### config.mk
export PLATFORM = sky130hd
export DESIGN_NAME = uart_tx_arbiter
export DESIGN_NICKNAME = d
export VERILOG_FILES = /design/src/rtl/uart_tx_arbiter.sv
export SDC_FILE = /design/constraint.sdc
export NUM_CORES = 1
export LEC_CHECK = 0
export ABC_AREA = 1
export BUFFER_PORTS_ARGS = -buffer_cell sky130_fd_sc_hd__buf_2
export CAP_MARGIN = 40
export CORE_MARGIN = 5
export CORE_UTILIZATION = 53
export DETAILED_ROUTE_END_ITERATION = 8
export PLACE_DENSITY = 0.95
export SLEW_MARGIN = 20
export SYNTH_ARGS = -nofsm -noshare
export SYNTH_HDL_FRONTEND = slang
export SYNTH_SLANG_ARGS = --single-unit
### constraint.sdc
create_clock -name clk -period 4.1 [get_ports clk]
set_input_delay 0.205 -clock clk [delete_from_list [all_inputs] [get_ports clk]]
set_output_delay 0.205 -clock clk [all_outputs]
set_load 0.02 [all_outputs]
### src/rtl/uart_tx_arbiter.sv
// Round-robin, packet-locked arbiter sharing one UART Tx FIFO write port among N_REQ producers.
// The grant is held until the last byte; a stalled owner is force-released after TIMEOUT idle cycles.
module uart_tx_arbiter #(
    parameter int N_REQ   = 4,
    parameter int DATA_W  = 8,
    parameter int TIMEOUT = 255
) (
    input  logic                      clk,
    input  logic                      rst_n,
    input  logic [N_REQ-1:0]          req_valid,
    input  logic [N_REQ*DATA_W-1:0]   req_data,
    input  logic [N_REQ-1:0]          req_last,
    output logic [N_REQ-1:0]          req_ready,
    input  logic                      fifo_full,
    output logic                      fifo_wr_en,
    output logic [DATA_W-1:0]         fifo_wr_data,
    output logic [$clog2(N_REQ)-1:0]  grant_id,
    output logic                      busy,
    output logic                      timeout_err
);

    localparam int GW = $clog2(N_REQ);
    localparam int CW = $clog2(TIMEOUT + 1);

    typedef enum logic {IDLE, LOCKED} state_t;

    state_t          state, state_nx;
    logic [GW-1:0]   rr_ptr, rr_ptr_nx;
    logic [GW-1:0]   grant_nx;
    logic [CW-1:0]   idle_cnt, idle_cnt_nx;
    logic            terr_nx;
    logic [GW-1:0]   pick;
    logic            found;
    int unsigned     idx;

    // Reset is active-high on rst_n.
    always_ff @(posedge clk or posedge rst_n) begin
        if (rst_n) begin
            state       <= IDLE;
            rr_ptr      <= GW'(N_REQ - 1);
            grant_id    <= '0;
            idle_cnt    <= '0;
            timeout_err <= 1'b0;
        end else begin
            state       <= state_nx;
            rr_ptr      <= rr_ptr_nx;
            grant_id    <= grant_nx;
            idle_cnt    <= idle_cnt_nx;
            timeout_err <= terr_nx;
        end
    end

    // First valid requester after rr_ptr, wrapping modulo N_REQ.
    always_comb begin
        pick  = '0;
        found = 1'b0;
        idx   = 0;
        for (int unsigned k = 1; k <= N_REQ; k++) begin
            idx = (32'(rr_ptr) + k) % N_REQ;
            if (!found && req_valid[idx[GW-1:0]]) begin
                found = 1'b1;
                pick  = idx[GW-1:0];
            end
        end
    end

    always_comb begin
        state_nx    = state;
        rr_ptr_nx   = rr_ptr;
        grant_nx    = grant_id;
        idle_cnt_nx = idle_cnt;
        terr_nx     = 1'b0;
        case (state)
            IDLE: begin
                idle_cnt_nx = '0;
                if (found) begin
                    state_nx = LOCKED;
                    grant_nx = pick;
                end
            end
            LOCKED: begin
                if (fifo_wr_en) begin
                    idle_cnt_nx = '0;
                    if (req_last[grant_id]) begin
                        state_nx  = IDLE;
                        rr_ptr_nx = grant_id;
                    end
                end else if (!req_valid[grant_id]) begin
                    // Stalls on fifo_full with valid held neither count nor clear.
                    if (idle_cnt == CW'(TIMEOUT - 1)) begin
                        state_nx    = IDLE;
                        rr_ptr_nx   = grant_id;
                        terr_nx     = 1'b1;
                        idle_cnt_nx = '0;
                    end else begin
                        idle_cnt_nx = idle_cnt + CW'(1);
                    end
                end
            end
            default: state_nx = IDLE;
        endcase
    end

    always_comb begin
        busy         = (state == LOCKED);
        req_ready    = '0;
        fifo_wr_en   = 1'b0;
        fifo_wr_data = '0;
        if (busy) begin
            req_ready[grant_id] = !fifo_full;
            fifo_wr_en          = req_valid[grant_id] && !fifo_full;
            if (fifo_wr_en) begin
                fifo_wr_data = req_data[grant_id*DATA_W +: DATA_W];
            end
        end
    end

endmodule

==> results.txt <==
- The run finished with clean final reports.
- Row generation in the floorplan step produced 19 rows.
- At the pin with the least slew margin, the transition time is 0.771 ns.
- The tree is rooted in a clkbuf_4.
- TritonCTS built the clock tree.
* Area leader, netlist: nand2_1
* Placer congestion estimate: 0.906
* Family with the most delay on the worst path: flip-flops
- The number of nets in the synthesized netlist is 277.
- Area fraction of the dominant cell type after synthesis: 0.208
* CP peak stage delay: 0.85 ns
* Combinational share of power: 0.652
- Peak supply drop: 0.426 mV
* Area of all placed cells without fillers: 0.00182 mm²
- In this run, CTS created clock tree buffers numbering 3.
- The path class of the tightest hold or removal check is in -> reg.
- Initial cell density of the core: 0.549
- Total power consumption of the routed design: 1.09 mW
* Slowest-stage cell, CP: dfrtp_1
- The number of max-slew violations in the final report came to 0.
- Unrepaired setup endpoints after global routing: false
- Maximum number of pins on one net before global-route repair: 18
- STA classifies the critical path endpoint as an output pin.
- Area overhead of the layout relative to synthesis: 20.9%
- Gates resized during post-CTS repair numbered 0.
* Area of the core: 0.00273 mm²
- The later pin in the worst-skew pair is clocked with a latency of 0.28 ns.
* Floorplan die width: 63.2 µm
- Internal power comes to 0.484 mW.
- Number of DRC markers in iteration 0: 70
- Of all flip-flops after synthesis, the portion carrying an async set or reset was 1.00.
- Sum of net half-perimeters after detailed placement: 3.24 mm
- After clock tree synthesis, the clock-pin slew on the worst setup and hold paths is 0.09 ns.
* Top Ports: 60
* Multiplexer share of the synthesized area: 0
- The die is 63.2 µm tall.
* Flip-flop and latch count after synthesis: 14
- Part of the total power dissipated in the clock network: 0.094
- For this design the static power due to leakage is 1.02 nW.
* Number of port buffers: 59
- Dividing the detail-routed via count by the number of cells gives 5.21.
- Of the total synthesized cell area, the portion taken by XOR and XNOR cells is 0.0117.
* Net switching power: 0.604 mW
- Post-synth cell types: 33
- Fill cells in the final layout number 236.
- At the worst endpoint, the arrival time is 2.12 ns.
* Post-synth EDFFs: 0
* Wire length reported by the detailed router: 3.97 mm
* Area post-placement: 0.00177 mm²
- Fraction of the mapped netlist area in compound gates: 0.148
- Share of post-route cells with drive strength above 1: 0.347
- Synthesized instance count: 232
- Wirelength per Cell: 12.5 µm
- Count of maximum capacitance violations: 0
* Worst reg2reg path endpoint: idle_cnt[2]
- The number of global-route vias before repair was 1,524.
- Power spread over the standard cell area amounts to 599 mW/mm².
- The startpoint identified for the worst register-to-register timing path is grant_id[0].
- Counting both buffers and inverters, the worst setup path holds a total of 2.
- For this run, the register share of the synthesized area comes to 0.235.
- Diodes inserted: 0
- Remaining max-slew budget at the tightest pin: 0.486
* Required time at the worst-slack endpoint: 3.89 ns
- Of the total synthesized cell area, the portion taken by AND, OR, NAND and NOR gates is 0.475.
* Vias: 1,663
* # H-tree levels: 1
- For the final routed database, the setup TNS stands at 0 ns.
- After the last flow step, the layout net total stands at 334.
- Global routing usage summed across all routing layers: 0.200
- After layout, the minimum clock period comes to 2.33 ns.
- The clock net in this run drives a total of 14 sinks.
* Area of the mapped netlist: 0.00150 mm²
- The final number of hold-violating endpoints was 0.
- Count of warnings emitted by yosys: 0
* Drt first pass iters: 4
* Origin of the worst min-delay path: fifo_full
- Startpoint of the most critical setup path: grant_id[0]
- The first global-routing pass estimated 6.70 mm of wire.
- Setup violations remaining at the end of the flow were counted as 0.
- For the final database, setup skew stands at 0.000959 ns.
- Of the total synthesized cell area, the portion taken by full adders, half adders and majority gates is 0.0167.
- Worst Reg-to-Reg Cells: 9
- Crit-path cells: nand2_2, o21ai_2, inv_2, nand2_4, nand2_4, a31oi_2, buf_2
- Number of antenna violations at the first check in global routing: 0
- Static timing analysis puts the maximum clock frequency at 0.430 GHz.
- Worst Setup Path Type: reg -> out
- After synthesis, the largest family of logic cells by area is simple AND/OR/NAND/NOR gates.
- The clock passes through at most 2 buffers.
* Highest fanout seen on the critical path: 17
- Syn Area/Cell: 6.47 µm²
* DRC Markers: 0
* Switching power share of the total: 0.555
- By area the synthesized netlist is led by nand2_1 (21%), dfrtp_1 (20%), nand3_1 (8.3%), nor2_1 (5.8%), inv_1 (4.5%).
- Die Outline Area: 0.00400 mm²
- Hold Path Stages: 5
* Reg power frac: 0.254
- The cell that appears most often on the critical path is nand2_4.
- The worst hold path terminates at busy.
- Remaining Overflow, GRT: 0
- Of the available clock period, the critical path in the final layout requires 0.568.
- Ys flop type: dfrtp_1
- In this run the remaining antenna-violating nets after routing total 0.
- R2R setup slack: 2.21 ns
- Startpoint type of the worst setup path: flop
## placed cells by master (no fill, tap or decap), drive strengths merged, types with 4 or more instances in the layout
cell,instances
nand2,93
buf,59
nor2,28
nand3,27
inv,25
dfrtp,12
a21oi,8
o21ai,8
a221oi,6
clkbuf,4
## registers in the layout, indices dropped and copies added, names as in the netlist
signal and flops:
idle_cnt 8, grant_id 2, rr_ptr 2, busy 1, timeout_err 1
## how the worst max path moves through the flow
stage,to,depth (start not counted)
5_1_grt,fifo_wr_data[4],7
3_3_place_gp,fifo_wr_data[5],7
4_1_cts,fifo_wr_data[4],7
6_report,fifo_wr_data[4],7
3_5_place_dp,fifo_wr_data[4],7
2_1_floorplan,fifo_wr_data[0],9
## cells by family (layout without fill, tap and decap cells)
group	after synthesis	after routing
simple gates	152	152
buf+inv	34	90
compound gates	28	28
flops	14	14
fa+ha+maj	2	2
xor+xnor	2	2
## final cells by class
class	count	area, µm²	share of cell area
inverter	26	104	0.0572
sequential	14	353	0.194
clock buffer	4	36.3	0.0200
tap	31	38.8	0.0214
timing repair buffer	60	305	0.168
multi-input combinational	184	978	0.539
## repair_timing
action                                  CTS  global route
setup buffers                             0             0
hold buffers                              1             0
hold endpoints to repair                 12             0
endpoints found under the setup margin    0             0
## worst reg2reg max path, stage by stage (launching register included)
cell and delay, ns:
dfrtp_1 0.85, inv_4 0.14, nand2_2 0.14, o22ai_4 0.08
inv_2 0.07, nand2_4 0.06, nand2_4 0.07, clkinv_2 0.17
nand2_1 0.14, o21ai_2 0.06
## synthesized netlist by cell type, drive strengths merged (2+ instances only)
cell type	n
a21oi	8
a221oi	6
a22oi	2
a31oi	2
buf	7
dfrtp	12
dfstp	2
ha	2
inv	25
nand2	93
nand3	27
nor2	28
nor3	3
o21ai	8
## power by group through the flow
stage | registers [mW] | clock network, mW | logic (mW)
floorplan | 0.220 | 0 | 0.645
global placement | 0.272 | 0 | 0.696
detailed placement | 0.278 | 0 | 0.710
CTS | 0.275 | 0.104 | 0.712
global route | 0.286 | 0.115 | 0.794
finish | 0.276 | 0.103 | 0.710
## routing by layer
layer	up-vias	global-route usage	wire, µm
met2	45	0.346	2000
met4	0	0.0416	40
met3	4	0.0391	253
li1	859	-	-
met5	-	0	0
met1	755	0.258	1680
## per-stage QoR
step / hold WS (ns) / cells / util / setup slack (ns)
3_5_place_dp: 0.282 / 314 / 0.647 / 2.08
4_1_cts: 0.362 / 319 / 0.664 / 1.76
2_1_floorplan: 0.0928 / 232 / - / 2.32
5_1_grt: 0.415 / 319 / 0.664 / 1.61
3_3_place_gp: 0.264 / 314 / 0.647 / 2.18
6_report: 0.359 / 319 / 0.664 / 1.77
Note: power is estimated with default switching activity, not from simulation.
